`src/rtl/sqrt_seq_ctrl_pkg.sv`:
```
// rtl/sqrt_seq_ctrl_pkg.sv - states, ALU opcodes, register map and control word for sqrt_seq_ctrl
package sqrt_seq_pkg;

  typedef enum logic [3:0] {
    S_IDLE = 4'd0,
    S_LDA  = 4'd1,
    S_LDB  = 4'd2,
    S_ABSA = 4'd3,
    S_ABSB = 4'd4,
    S_MAXS = 4'd5,
    S_MINS = 4'd6,
    S_SH3  = 4'd7,
    S_SUBS = 4'd8,
    S_SH1  = 4'd9,
    S_ADDS = 4'd10,
    S_MAXF = 4'd11,
    S_OUT  = 4'd12,
    S_DONE = 4'd13
  } state_e;

  localparam logic [2:0] OP_PASS = 3'd0;
  localparam logic [2:0] OP_ABS  = 3'd1;
  localparam logic [2:0] OP_MAX  = 3'd2;
  localparam logic [2:0] OP_MIN  = 3'd3;
  localparam logic [2:0] OP_SHR1 = 3'd4;
  localparam logic [2:0] OP_SHR3 = 3'd5;
  localparam logic [2:0] OP_ADD  = 3'd6;
  localparam logic [2:0] OP_SUB  = 3'd7;

  localparam logic [2:0] A_REG = 3'd0;
  localparam logic [2:0] B_REG = 3'd1;
  localparam logic [2:0] X_REG = 3'd2;
  localparam logic [2:0] Y_REG = 3'd3;
  localparam logic [2:0] T_REG = 3'd4;
  localparam logic [2:0] U_REG = 3'd5;
  localparam logic [2:0] R_REG = 3'd6;

  // Addresses are kept 3 bits wide here; the top zero-extends to ADDR_W.
  typedef struct packed {
    logic       in_ready;
    logic       out_valid;
    logic       in_sel;
    logic       rf_we;
    logic [2:0] waddr;
    logic [2:0] raddr_a;
    logic [2:0] raddr_b;
    logic [2:0] alu_op;
    logic       out_en;
    logic       busy;
    logic       done;
  } ctrl_word_t;

endpackage

```
`src/rtl/sqrt_seq_ctrl_if.sv`:
```
// rtl/sqrt_seq_ctrl_if.sv - batch start/done, operand/result handshakes and datapath control pins
interface sqrt_seq_ctrl_if #(
  parameter int ADDR_W = 3,
  parameter int CNT_W  = 4
);
  logic              start;
  logic [CNT_W-1:0]  n_pairs;
  logic              in_valid;
  logic              in_ready;
  logic              out_ready;
  logic              out_valid;
  logic              in_sel;
  logic              rf_we;
  logic [ADDR_W-1:0] rf_waddr;
  logic [ADDR_W-1:0] rf_raddr_a;
  logic [ADDR_W-1:0] rf_raddr_b;
  logic [2:0]        alu_op;
  logic              out_en;
  logic              busy;
  logic              done;
  logic [3:0]        state;
  logic [15:0]       perf_cycles;

  modport master (
    input  start, n_pairs, in_valid, out_ready,
    output in_ready, out_valid, in_sel, rf_we, rf_waddr, rf_raddr_a, rf_raddr_b,
           alu_op, out_en, busy, done, state, perf_cycles
  );

  modport slave (
    output start, n_pairs, in_valid, out_ready,
    input  in_ready, out_valid, in_sel, rf_we, rf_waddr, rf_raddr_a, rf_raddr_b,
           alu_op, out_en, busy, done, state, perf_cycles
  );
endinterface

```
`src/rtl/sqrt_seq_ctrl_decode.sv`:
```
// rtl/sqrt_seq_ctrl_decode.sv - combinational state to datapath control-word decoder
module sqrt_seq_decode
  import sqrt_seq_pkg::*;
(
  input  state_e     state_i,
  output ctrl_word_t cw_o
);

  always_comb begin
    cw_o      = '0;
    cw_o.busy = (state_i != S_IDLE);
    case (state_i)
      S_LDA: begin
        cw_o.in_ready = 1'b1;
        cw_o.rf_we    = 1'b1;
        cw_o.in_sel   = 1'b1;
        cw_o.waddr    = A_REG;
      end
      S_LDB: begin
        cw_o.in_ready = 1'b1;
        cw_o.rf_we    = 1'b1;
        cw_o.in_sel   = 1'b1;
        cw_o.waddr    = B_REG;
      end
      S_ABSA: begin
        cw_o.rf_we   = 1'b1;
        cw_o.raddr_a = A_REG;
        cw_o.alu_op  = OP_ABS;
        cw_o.waddr   = A_REG;
      end
      S_ABSB: begin
        cw_o.rf_we   = 1'b1;
        cw_o.raddr_a = B_REG;
        cw_o.alu_op  = OP_ABS;
        cw_o.waddr   = B_REG;
      end
      S_MAXS: begin
        cw_o.rf_we   = 1'b1;
        cw_o.raddr_a = A_REG;
        cw_o.raddr_b = B_REG;
        cw_o.alu_op  = OP_MAX;
        cw_o.waddr   = X_REG;
      end
      S_MINS: begin
        cw_o.rf_we   = 1'b1;
        cw_o.raddr_a = A_REG;
        cw_o.raddr_b = B_REG;
        cw_o.alu_op  = OP_MIN;
        cw_o.waddr   = Y_REG;
      end
      S_SH3: begin
        cw_o.rf_we   = 1'b1;
        cw_o.raddr_a = X_REG;
        cw_o.alu_op  = OP_SHR3;
        cw_o.waddr   = T_REG;
      end
      S_SUBS: begin
        cw_o.rf_we   = 1'b1;
        cw_o.raddr_a = X_REG;
        cw_o.raddr_b = T_REG;
        cw_o.alu_op  = OP_SUB;
        cw_o.waddr   = T_REG;
      end
      S_SH1: begin
        cw_o.rf_we   = 1'b1;
        cw_o.raddr_a = Y_REG;
        cw_o.alu_op  = OP_SHR1;
        cw_o.waddr   = U_REG;
      end
      S_ADDS: begin
        cw_o.rf_we   = 1'b1;
        cw_o.raddr_a = T_REG;
        cw_o.raddr_b = U_REG;
        cw_o.alu_op  = OP_ADD;
        cw_o.waddr   = R_REG;
      end
      S_MAXF: begin
        cw_o.rf_we   = 1'b1;
        cw_o.raddr_a = R_REG;
        cw_o.raddr_b = X_REG;
        cw_o.alu_op  = OP_MAX;
        cw_o.waddr   = R_REG;
      end
      S_OUT: begin
        cw_o.raddr_a   = R_REG;
        cw_o.out_en    = 1'b1;
        cw_o.out_valid = 1'b1;
      end
      S_DONE: cw_o.done = 1'b1;
      default: ;
    endcase
  end

endmodule

```
`src/rtl/sqrt_seq_ctrl.sv`:
```
// rtl/sqrt_seq_ctrl.sv - batch FSM sequencing the sqrt(a^2+b^2) approximation datapath
// Busy-cycle counter on perf_cycles is built only with SQRT_SEQ_CTRL_PERF_EN defined.
module sqrt_seq_ctrl
  import sqrt_seq_pkg::*;
#(
  parameter int ADDR_W = 3,
  parameter int CNT_W  = 4
)(
  input  logic           clk,
  input  logic           rst_n,
  sqrt_seq_ctrl_if.master bus
);

  state_e           state_q, state_d;
  logic [CNT_W-1:0] cnt_q, cnt_d;
  logic [CNT_W-1:0] npairs_q, npairs_d;
  ctrl_word_t       cw;

  always_ff @(posedge clk or negedge rst_n) begin
    if (!rst_n) begin
      state_q  <= S_IDLE;
      cnt_q    <= '0;
      npairs_q <= '0;
    end else begin
      state_q  <= state_d;
      cnt_q    <= cnt_d;
      npairs_q <= npairs_d;
    end
  end

  always_comb begin
    state_d  = state_q;
    cnt_d    = cnt_q;
    npairs_d = npairs_q;
    case (state_q)
      S_IDLE: begin
        if (bus.start) begin
          npairs_d = (bus.n_pairs == '0) ? CNT_W'(1) : bus.n_pairs;
          cnt_d    = '0;
          state_d  = S_LDA;
        end
      end
      S_LDA:  if (bus.in_valid) state_d = S_LDB;
      S_LDB:  if (bus.in_valid) state_d = S_ABSA;
      S_ABSA: state_d = S_ABSB;
      S_ABSB: state_d = S_MAXS;
      S_MAXS: state_d = S_MINS;
      S_MINS: state_d = S_SH3;
      S_SH3:  state_d = S_SUBS;
      S_SUBS: state_d = S_SH1;
      S_SH1:  state_d = S_ADDS;
      S_ADDS: state_d = S_MAXF;
      S_MAXF: state_d = S_OUT;
      S_OUT: begin
        // Latched count is at least 1, so count-1 never underflows.
        if (bus.out_ready) begin
          if (cnt_q == npairs_q - CNT_W'(1)) begin
            state_d = S_DONE;
          end else begin
            cnt_d   = cnt_q + CNT_W'(1);
            state_d = S_LDA;
          end
        end
      end
      S_DONE:  state_d = S_IDLE;
      default: state_d = S_IDLE;
    endcase
  end

  sqrt_seq_decode u_decode (
    .state_i (state_q),
    .cw_o    (cw)
  );

  assign bus.in_ready   = cw.in_ready;
  assign bus.out_valid  = cw.out_valid;
  assign bus.in_sel     = cw.in_sel;
  assign bus.rf_we      = cw.rf_we;
  assign bus.rf_waddr   = ADDR_W'(cw.waddr);
  assign bus.rf_raddr_a = ADDR_W'(cw.raddr_a);
  assign bus.rf_raddr_b = ADDR_W'(cw.raddr_b);
  assign bus.alu_op     = cw.alu_op;
  assign bus.out_en     = cw.out_en;
  assign bus.busy       = cw.busy;
  assign bus.done       = cw.done;
  assign bus.state      = state_q;

`ifdef SQRT_SEQ_CTRL_PERF_EN
  logic [15:0] perf_q, perf_d;

  // Value survives IDLE so software can read it after done.
  always_comb begin
    perf_d = perf_q;
    if (state_q == S_IDLE) begin
      if (bus.start) perf_d = '0;
    end else if (perf_q != 16'hFFFF) begin
      perf_d = perf_q + 16'd1;
    end
  end

  always_ff @(posedge clk or negedge rst_n) begin
    if (!rst_n) perf_q <= '0;
    else        perf_q <= perf_d;
  end

  assign bus.perf_cycles = perf_q;
`else
  assign bus.perf_cycles = 16'h0000;
`endif

endmodule

```
`src/flat_wrapper.sv`:
```
// flat-port wrapper written by rule: the top's interface ports become plain ports
module sqrt_seq_ctrl_flat import sqrt_seq_pkg::*;
#(
  parameter int ADDR_W = 3,
  parameter int CNT_W  = 4
)
  (clk, rst_n, bus_start, bus_n_pairs, bus_in_valid, bus_out_ready, bus_in_ready, bus_out_valid, bus_in_sel, bus_rf_we, bus_rf_waddr, bus_rf_raddr_a, bus_rf_raddr_b, bus_alu_op, bus_out_en, bus_busy, bus_done, bus_state, bus_perf_cycles);
  sqrt_seq_ctrl_if #(.ADDR_W(ADDR_W), .CNT_W(CNT_W)) bus_i ();
  input  logic clk;
  input  logic rst_n;
  input wire logic [$bits(bus_i.start)-1:0] bus_start;
  input wire logic [$bits(bus_i.n_pairs)-1:0] bus_n_pairs;
  input wire logic [$bits(bus_i.in_valid)-1:0] bus_in_valid;
  input wire logic [$bits(bus_i.out_ready)-1:0] bus_out_ready;
  output wire logic [$bits(bus_i.in_ready)-1:0] bus_in_ready;
  output wire logic [$bits(bus_i.out_valid)-1:0] bus_out_valid;
  output wire logic [$bits(bus_i.in_sel)-1:0] bus_in_sel;
  output wire logic [$bits(bus_i.rf_we)-1:0] bus_rf_we;
  output wire logic [$bits(bus_i.rf_waddr)-1:0] bus_rf_waddr;
  output wire logic [$bits(bus_i.rf_raddr_a)-1:0] bus_rf_raddr_a;
  output wire logic [$bits(bus_i.rf_raddr_b)-1:0] bus_rf_raddr_b;
  output wire logic [$bits(bus_i.alu_op)-1:0] bus_alu_op;
  output wire logic [$bits(bus_i.out_en)-1:0] bus_out_en;
  output wire logic [$bits(bus_i.busy)-1:0] bus_busy;
  output wire logic [$bits(bus_i.done)-1:0] bus_done;
  output wire logic [$bits(bus_i.state)-1:0] bus_state;
  output wire logic [$bits(bus_i.perf_cycles)-1:0] bus_perf_cycles;
  assign bus_i.start = bus_start;
  assign bus_i.n_pairs = bus_n_pairs;
  assign bus_i.in_valid = bus_in_valid;
  assign bus_i.out_ready = bus_out_ready;
  assign bus_in_ready = bus_i.in_ready;
  assign bus_out_valid = bus_i.out_valid;
  assign bus_in_sel = bus_i.in_sel;
  assign bus_rf_we = bus_i.rf_we;
  assign bus_rf_waddr = bus_i.rf_waddr;
  assign bus_rf_raddr_a = bus_i.rf_raddr_a;
  assign bus_rf_raddr_b = bus_i.rf_raddr_b;
  assign bus_alu_op = bus_i.alu_op;
  assign bus_out_en = bus_i.out_en;
  assign bus_busy = bus_i.busy;
  assign bus_done = bus_i.done;
  assign bus_state = bus_i.state;
  assign bus_perf_cycles = bus_i.perf_cycles;
  sqrt_seq_ctrl #(.ADDR_W(ADDR_W), .CNT_W(CNT_W)) u_core (.clk(clk), .rst_n(rst_n), .bus(bus_i));
endmodule
```
`config.mk`:
```
export PLATFORM = sky130hd
export DESIGN_NAME = sqrt_seq_ctrl_flat
export DESIGN_NICKNAME = d
export VERILOG_FILES = /design/src/rtl/sqrt_seq_ctrl_pkg.sv /design/src/rtl/sqrt_seq_ctrl_if.sv /design/src/rtl/sqrt_seq_ctrl_decode.sv /design/src/rtl/sqrt_seq_ctrl.sv /design/src/flat_wrapper.sv
export SDC_FILE = /design/constraint.sdc
export NUM_CORES = 1
export LEC_CHECK = 0
export ABC_CLOCK_PERIOD_IN_PS = 2200
export BUFFER_PORTS_ARGS = -buffer_cell sky130_fd_sc_hd__buf_2
export CORE_MARGIN = 2
export CORE_UTILIZATION = 40
export CTS_CLUSTER_SIZE = 8
export DETAILED_ROUTE_END_ITERATION = 10
export PLACE_DENSITY_LB_ADDON = 0.25
export SYNTH_ARGS = -nofsm -noshare
export SYNTH_HDL_FRONTEND = slang
export SYNTH_HIERARCHICAL = 1
export SYNTH_SLANG_ARGS = --single-unit
```
`constraint.sdc`:
```
create_clock -name clk -period 2.2 [get_ports clk]
set_clock_uncertainty 0.1 [all_clocks]
set_input_delay 0.22 -clock clk [delete_from_list [all_inputs] [get_ports clk]]
set_output_delay 0.22 -clock clk [all_outputs]
set_load 0.05 [all_outputs]
```
==> metrics, run 1 <==
Final HPWL DP=roughly 1.7 mm; H-tree Lvls=1; Sink Count=12; Core ar.=2760 um^2; EDFF count, synth=0; Final #Nets=178; combinational share of power=68.8%; Total GRT Usage=about 14%; CTS Root Cell=clkbuf_4; Initial Util=approximately two fifths; outcome=finished, final reports clean; port bufs=31; crit start category=flop; Sequential Power Share=between 20% and 30%; Max stage delay on crit path=approximately 0.6 ns; Worst-path clk slew=0.09 ns; Area growth, synth to finish=17.8%; share of layout cells above drive strength 1=33.7%; sequence of cells on the critical path=or4_4 -> and2_4 -> buf_2; initial antenna violation count=0; Int Pwr=~0.0009 W; DR iter-0 viols=32; Synth Area per Inst=8.60 um^2; unrepaired setup endpoints after global routing=no; slowest CP cell=dfrtp_2; total global routing overflow=0; fin. max-slew vios=0; FF+latch count, synth=12; P_sw=between 0.001 and 0.0015 W; top-level I/O count=48; Worst VDD drop=around 1400 uV; P_leak=roughly 0.66 nW; Final Instance Area=between 1000 and 1500 um^2; CP endpoint kind=output pin; most common cell in the synthesized netlist=buf_4; maximum operating frequency=between 400 and 500 MHz; Synth top area share=26.1%; Area after DPL=~1300 um^2; Max-Cap Viols=0; synthesized area=between 1000 and 1500 um^2; DR vias=approximately 1000; Yosys cell types=45; Antenna Cells=0; Routed Antenna Nets=0; power density over the cells=1630 nW/um^2; HP Class=input pin to flop; DR vias/cell=just over 5; worst path required time=approximately 1.9 ns; crit path DAT=1.80 ns; Crit Path Max Fanout=26; worst skew pair latency=~0.28 ns; Yosys warnings=6; first-pass GRT wire length=~3.8 mm; DR WL/cell=11.7 um; Synth Flop Type=dfrtp_1; Final Critical Period=approximately 2.1 ns; Die X=57.7 um; Die Ht=roughly 58 um; gpl congestion=0.804; clk buf depth=2; TritonCTS clock tree=built; Pre-Repair DR Iteration Count=5; number of global-route vias before repair=830; post-synthesis sequential area ratio=approximately a quarter; Post-synth top cells=buf_4 (18), dfrtp_1 (12), nor2_1 (9); final hold vios=0; ys async rst share=100%; die area=3330 um^2; setup slack at placement=~0.25 ns; Yosys top cell by area=dfrtp_1; critical path class=flop to output pin; cell row count=19; Final period util=a little over nine tenths; Final WS setup=between 0.07 and 0.08 ns; Post-Route WL=between 2 and 2.5 mm; Mapped Cells=around 130; Area contributors post-synth=dfrtp_1 (26%), buf_4 (12%), nor2_1 (2.9%), mux2_2 (2.9%), mux2i_1 (2.6%); Clk pwr share=8.4%; largest net degree at the start of global routing=27; total CTS buffers=3; switching part of the total=59.1%; setup violators final=0; DRC viols=0
[metal layers]
metal | vias up | track usage (%) | wire [um]
li1 | 502 | - | -
met1 | 468 | 20.4 | 1100
met2 | 43 | 21.6 | 1030
met3 | 2 | 2.68 | 160
met4 | 0 | 4.98 | 16
met5 | - | 0 | 0
[sequential cells by signal, indices dropped and copies added, names as in the netlist]
register	flops
u_core/cnt_q	4
u_core/bus.state	4
u_core/npairs_q	4
[worst max-delay path, delay by kind of cell (launching register included)]
kind                   cells  cell delay, ns
buffers and inverters      1            0.20
DFF                        1            0.59
and+or+nand+nor            2            0.72
[path summary, 6_finish.rpt]
path | start | to | slack (ns) | depth (start not counted)
max | u_core/bus.state[0] | bus_rf_we | 0.08 | 3
min | bus_out_ready | u_core/bus.state[2] | 0.08 | 2
max reg2reg | u_core/bus.state[0] | u_core/cnt_q[1] | 0.23 | 5
min reg2reg | u_core/npairs_q[3] | u_core/npairs_q[3] | 0.46 | 1
max in group asynchronous | rst_n | u_core/bus.state[0] | 1.52 | 2
min in group asynchronous | rst_n | u_core/cnt_q[2] | 0.25 | 2
[metrics by stage]
stage,hold slack [ns],utilization [%],power (W),TNS (ns),instances
final,0.0755,49.2,0.00221,0,197
after floorplan,-0.176,-,0.00178,-0.184,149
after global placement,0.0111,47.1,0.00199,0,191
after CTS,0.0658,48.9,0.00221,0,196
after detailed placement,0.0179,47.1,0.00201,0,191
after global routing,0.0891,49.2,0.00236,0,197
[timing repair]
action / 4_1_cts / 5_1_grt
hold endpoints to repair: 12 / 0
hold buffers: 1 / 0
endpoints found under the setup margin: 2 / 1
gates resized for setup: 2 / 1
setup buffers: 0 / 1
[layout by cell type, fill, tap and decap left out, drive strengths merged, types with 6 or more instances in the layout]
master	Yosys	layout
nand2	8	8
nor3	7	7
o21ai	6	6
conb	1	16
buf	23	35
nor2	9	9
dfrtp	12	12
[power by group through the flow]
stage	Combinational (W)	Clock [W]	Sequential [W]
after floorplan	0.00126	0	0.000515
after global placement	0.00147	0	0.000515
after detailed placement	0.00149	0	0.000523
after CTS	0.00150	0.000189	0.000520
after global routing	0.00163	0.000197	0.000531
final	0.00152	0.000185	0.000504
[cell type report]
class                   count  area (um^2)
clock buffers               4         36.3
fillers                   283         1400
inverters                   4         15.0
multi-input cells         110          764
flip-flops and latches     12          305
well taps                  31         38.8
repair buffers             36          198
[cell families (layout without fill, tap and decap cells)]
kind of cell    count (synthesis)  in the layout  synth area share, %
other cells                     1             16                0.325
fa+ha+maj                       2              2                 2.17
flops                          12             12                 26.1
compound gates                 22             22                 13.2
simple gates                   58             58                 31.7
xor+xnor                        6              6                 5.76
buf+inv                        27             44                 15.2
mux                             6              6                 5.54
No activity file was read; power rests on OpenSTA's default activity.
==> run 2: changes to the inputs <==
- CORE_UTILIZATION: 40 -> 48
==> run 2 against run 1 <==
  * Worst hold slack better by 0.022 ns
  * Non-clock buffer count stayed put
  * Sequential share of layout area rose by 0.10 points
  * Routed wire length shrank 3.6%
  * Total power down 1.2%
  * Sequential cell count unchanged
  * Final area decreased by 0.46%
  * First-iteration DRC count down 56%
  * Utilization is 11 points higher
  * Via count fell by 1.6%
  * Largest cell class unchanged
==> metrics, run 2 (synthesis results as in run 1) <==
Fillers=207 (-27%); Max-Cap Viols=0 (unchanged); Area growth, synth to finish=17.3%; Final period util=96.8% (+0.42 points); setup slack at placement=0.293 ns (+0.0422 ns); Sink Count=12 (unchanged); Final #Nets=178 (unchanged); clk buf depth=2 (unchanged); fin. max-slew vios=0 (unchanged); DRC viols=0 (unchanged); outcome=finished, final reports clean; HP Class=input pin to flop; power density over the cells=1610 nW/um^2 (-0.73%); Post-CTS Setup Bufs=0 (unchanged); Antenna Cells=0 (unchanged); CTS Root Cell=clkbuf_4; Core ar.=2230 um^2 (-19%); TritonCTS clock tree=built; Worst-path clk slew=0.08 ns (about the same); P_leak=0.656 nW (about the same); hold path cells=2 (unchanged); Final Critical Period=2.13 ns (+0.00926 ns); Crit Path Max Fanout=24 (-7.7%); Post-Route WL=2.23 mm (-3.6%); share of layout cells above drive strength 1=33.7% (unchanged); Total GRT Usage=17.0% (+2.7 points); port bufs=31 (unchanged); worst path required time=1.88 ns (about the same); final hold slack=0.0977 ns (+0.0221 ns); DR iter-0 viols=14 (-56%); largest net degree at the start of global routing=27 (unchanged); crit start category=flop; leading cell type in the layout, fill and taps excluded=buf_2; Die X=53.0 um (-8.1%); maximum operating frequency=469 MHz (-0.43%); Final WS setup=0.0697 ns (-0.00926 ns); CP endpoint kind=output pin; cell row count=17 (-2); worst reg-to-reg path cell count=5 (unchanged); total global routing overflow=0 (unchanged); Pre-Repair DR Iteration Count=4 (-1); Area after DPL=1300 um^2 (+0.29%); most frequent cells in the layout=buf_2 (31), conb_1 (16), nor2_1 (9); Final Instance Area=1350 um^2 (-0.46%); initial antenna violation count=0 (unchanged); crit path DAT=1.81 ns (about the same); gpl congestion=0.836 (+4.0%); Final HPWL DP=1.74 mm (+2.0%); H-tree Lvls=1 (unchanged); final hold vios=0 (unchanged); storage element area=305 um^2 (unchanged); Die Ht=53.0 um (-8.1%); area of the multi-input gates=764 um^2 (unchanged); DR WL/cell=11.5 um (-2.1%); critical path class=flop to output pin; top-level I/O count=48 (unchanged); setup violators final=0 (unchanged); unrepaired setup endpoints after global routing=no; total CTS buffers=3 (unchanged); Initial Util=51.6% (+9.8 points); DR vias=999 (-1.6%); die area=2810 um^2 (-16%); Worst VDD drop=1020 uV (-29%); first-pass GRT wire length=3.51 mm (-7.5%); Routed Antenna Nets=0 (unchanged); number of global-route vias before repair=803 (-3.3%); DR vias/cell=5.15 (about the same); worst skew pair latency=0.27 ns (about the same)
[run 2: cell count changes in the layout (fill, tap and decap cells not counted)]
cell and change:
buf_4 -1, buf_2 +1
[run 2: layout make-up]
class | count | area share [%]
clock buffers | 4 | 2.69
multi-input cells | 110 | 56.6
repair buffers | 36 | 14.4
flip-flops and latches | 12 | 22.6
inverters | 4 | 1.11
well taps | 28 | 2.59
[run 2: metrics by stage]
step,TNS (ns),cells,power (W),utilization [%]
final,0,194,0.00218,60.5
after CTS,0,194,0.00219,60.4
after detailed placement,0,189,0.00202,58.3
after global placement,0,189,0.00198,58.3
after floorplan,-0.184,149,0.00178,-
after global routing,0,194,0.00234,60.5
[run 2: critical path, stage by stage (launching register included)]
cell and delay, ns:
dfrtp_2 0.58, or4b_1 0.57, o211ai_1 0.10, buf_2 0.28
[run 2: where the power goes]
part	switching (W)	internal, W	leakage, nW
logic	0.000996	0.000489	0.487
clock network	0.0000740	0.000100	0.0210
registers	0.000220	0.000303	0.148
total	0.00129	0.000892	0.656
[run 2: timing repair]
item	in CTS	in global routing
hold buffers	1	0
setup endpoints to repair	0	3
hold endpoints to repair	12	0
gates resized for setup	0	2
[run 2: layer usage]
layer	part of all wire, %	up-vias	GRT usage [%]
li1	-	503	-
met1	45	463	21.1
met2	48	29	29.4
met3	5.0	4	2.54
met4	1.4	0	6.41
met5	0	-	0
[run 2: path summary, 6_finish.rpt]
path                            slack (ns)           startpoint                   to
max in group asynchronous             1.51                rst_n  u_core/bus.state[0]
worst max-delay path                  0.07  u_core/bus.state[1]        bus_alu_op[0]
worst min register to register        0.44   u_core/npairs_q[3]   u_core/npairs_q[3]
worst max register to register        0.29  u_core/bus.state[1]      u_core/cnt_q[1]
min in group asynchronous             0.26                rst_n  u_core/bus.state[1]
worst min-delay path                   0.1        bus_out_ready  u_core/bus.state[2]
==> run 3: changes to the inputs <==
- ABC_CLOCK_PERIOD_IN_PS: 2200 -> 2420
- clock period: 2.2 -> 2.42 ns (I/O delays scaled with it)
==> run 3 against run 2 <==
  * Sequential power shrank 19%
  * Non-clock buffer count grew 1
  * Utilization shrank 0.22 points
  * Die area is the same
  * Total power shrank 8.6%
  * Worst hold slack gained 0.015 ns
  * Critical path type unchanged
  * First-iteration DRC count grew 29%
  * Final area shrank 0.37%
  * Routed wire length shrank 1.9%
  * Sequential share of layout area shrank 0.29 points
==> metrics, run 3 (synthesis results as in run 1) <==
post-cts resize count=0 (unchanged); P_leak=0.666 nW (+1.6%); leading cell type in the layout, fill and taps excluded=buf_2; worst reg-to-reg path cell count=5 (unchanged); Pre-Repair DR Iteration Count=4 (unchanged); Final TNS setup=0 ns (unchanged); hold path cells=2 (unchanged); DRC viols=0 (unchanged); power density over the cells=1480 nW/um^2 (-8.3%); Final HPWL DP=1.68 mm (-3.5%); top-level I/O count=48 (unchanged); Core ar.=2230 um^2 (unchanged); crit start category=flop; DR WL/cell=11.2 um (-2.4%); Area growth, synth to finish=16.8%; Fillers=203 (-1.9%); max_slew headroom=about 62%; share of layout cells above drive strength 1=30.5% (-3.2 points); cell row count=17 (unchanged); Worst VDD drop=871 uV (-15%); TritonCTS clock tree=built; outcome=finished, final reports clean; worst skew pair latency=0.27 ns (about the same); DR iter-0 viols=18 (+4); largest net degree at the start of global routing=21 (-22%); R2R Path Start=u_core/bus.state[3]; Crit Path Max Fanout=18 (-25%); clk buf depth=2 (unchanged); port bufs=31 (unchanged); CP endpoint kind=output pin; Final #Nets=179 (+0.56%); DR vias/cell=5.22 (+1.4%); setup violators final=0 (unchanged); reg-to-reg endpoint=u_core/cnt_q[3]; most frequent cells in the layout=buf_2 (31), conb_1 (16), dfrtp_1 (12); first-pass GRT wire length=3.44 mm (-1.8%); Post-Route WL=2.18 mm (-1.9%); worst path required time=2.08 ns (+0.20 ns); number of global-route vias before repair=793 (-1.2%); maximum operating frequency=between 400 and 500 MHz; unrepaired setup endpoints after global routing=no; Final period util=between 90% and 100%; Final WS setup=0.158 ns (+0.0882 ns); gpl congestion=0.959 (+15%); DR vias=1018 (+1.9%); Antenna Cells=0 (unchanged); initial antenna violation count=0 (unchanged); Die X=53.0 um (unchanged); Worst-path clk slew=0.08 ns (about the same); critical path class=flop to output pin; crit path DAT=1.92 ns (+0.11 ns); slew at the pin with the worst max-slew slack=0.566 ns; slowest CP cell=dfrtp_1; Die Ht=53.0 um (unchanged); CTS Root Cell=clkbuf_4; die area=2810 um^2 (unchanged); Sink Count=12 (unchanged); hold path startpoint=bus_out_ready; Total GRT Usage=16.3% (-0.64 points); Routed Antenna Nets=0 (unchanged); fin. max-slew vios=0 (unchanged); final hold slack=0.112 ns (+0.0148 ns); Max stage delay on crit path=0.69 ns (+0.11 ns); Post-CTS Setup Bufs=0 (unchanged); Initial Util=51.6% (unchanged); Final Critical Period=2.26 ns; Max-Cap Viols=0 (unchanged); sequence of cells on the critical path=buf_4 -> or3b_1 -> nand3_1 -> buf_2; total global routing overflow=0 (unchanged); setup slack at placement=0.421 ns (+0.128 ns); HP Class=input pin to flop; final hold vios=0 (unchanged); R2R setup slack=0.41 ns (+0.12 ns); H-tree Lvls=1 (unchanged); worst hold endpoint=u_core/bus.state[3]; total CTS buffers=3 (unchanged)
run 3: power breakdown:
group / internal (W) / switching, W / total (W)
registers: 0.000270 / 0.000154 / 0.000424
logic: 0.000457 / 0.000950 / 0.00141
clock network: 0.0000914 / 0.0000709 / 0.000162
run 3: worst max path at each step:
stage / start / endpoint / slack, ns / depth (start not counted)
2_1_floorplan: u_core/bus.state[3] / bus_rf_raddr_a[0] / 0.06 / 3
3_3_place_gp: u_core/bus.state[3] / u_core/cnt_q[3] / 0.44 / 5
3_5_place_dp: u_core/bus.state[3] / u_core/cnt_q[3] / 0.42 / 5
4_1_cts: u_core/bus.state[3] / bus_rf_raddr_a[1] / 0.15 / 4
5_1_grt: u_core/bus.state[3] / bus_rf_raddr_a[1] / 0.06 / 4
6_report: u_core/bus.state[3] / bus_rf_raddr_a[1] / 0.16 / 4
run 3: timing repair:
item,CTS,global route
hold buffers,1,0
hold endpoints to repair,12,0
setup endpoints to repair,0,0
run 3: stage by stage:
stage	utilization [%]	cell area (um^2)	cells	total power, W
global placement	58.2	1300	190	0.00182
global route	60.3	1350	195	0.00213
CTS	60.3	1350	195	0.00201
detailed placement	58.2	1300	190	0.00184
floorplan	-	1230	149	0.00160
finish	60.3	1350	195	0.00199
run 3: layer usage:
layer | GRT usage (%) | up-vias | share of wire, %
met5 | 0 | - | 0
met4 | 8.12 | 0 | 0.60
met3 | 3.39 | 2 | 7.2
met2 | 24.0 | 36 | 47
met1 | 22.6 | 473 | 45
li1 | - | 507 | -
run 3: critical path: cells and delay by family (launching register included):
kind          cells  cell delay [ns]
flops             1             0.69
buf+inv           2             0.51
simple gates      2             0.45
run 3: final cells by class:
class	count	area [um^2]	share of cell area, %
flip-flops and latches	12	300	22.3
multi-input cells	110	757	56.2
repair buffers	37	203	15.1
clock buffers	4	36.3	2.70
inverters	4	15.0	1.12
well taps	28	35.0	2.60
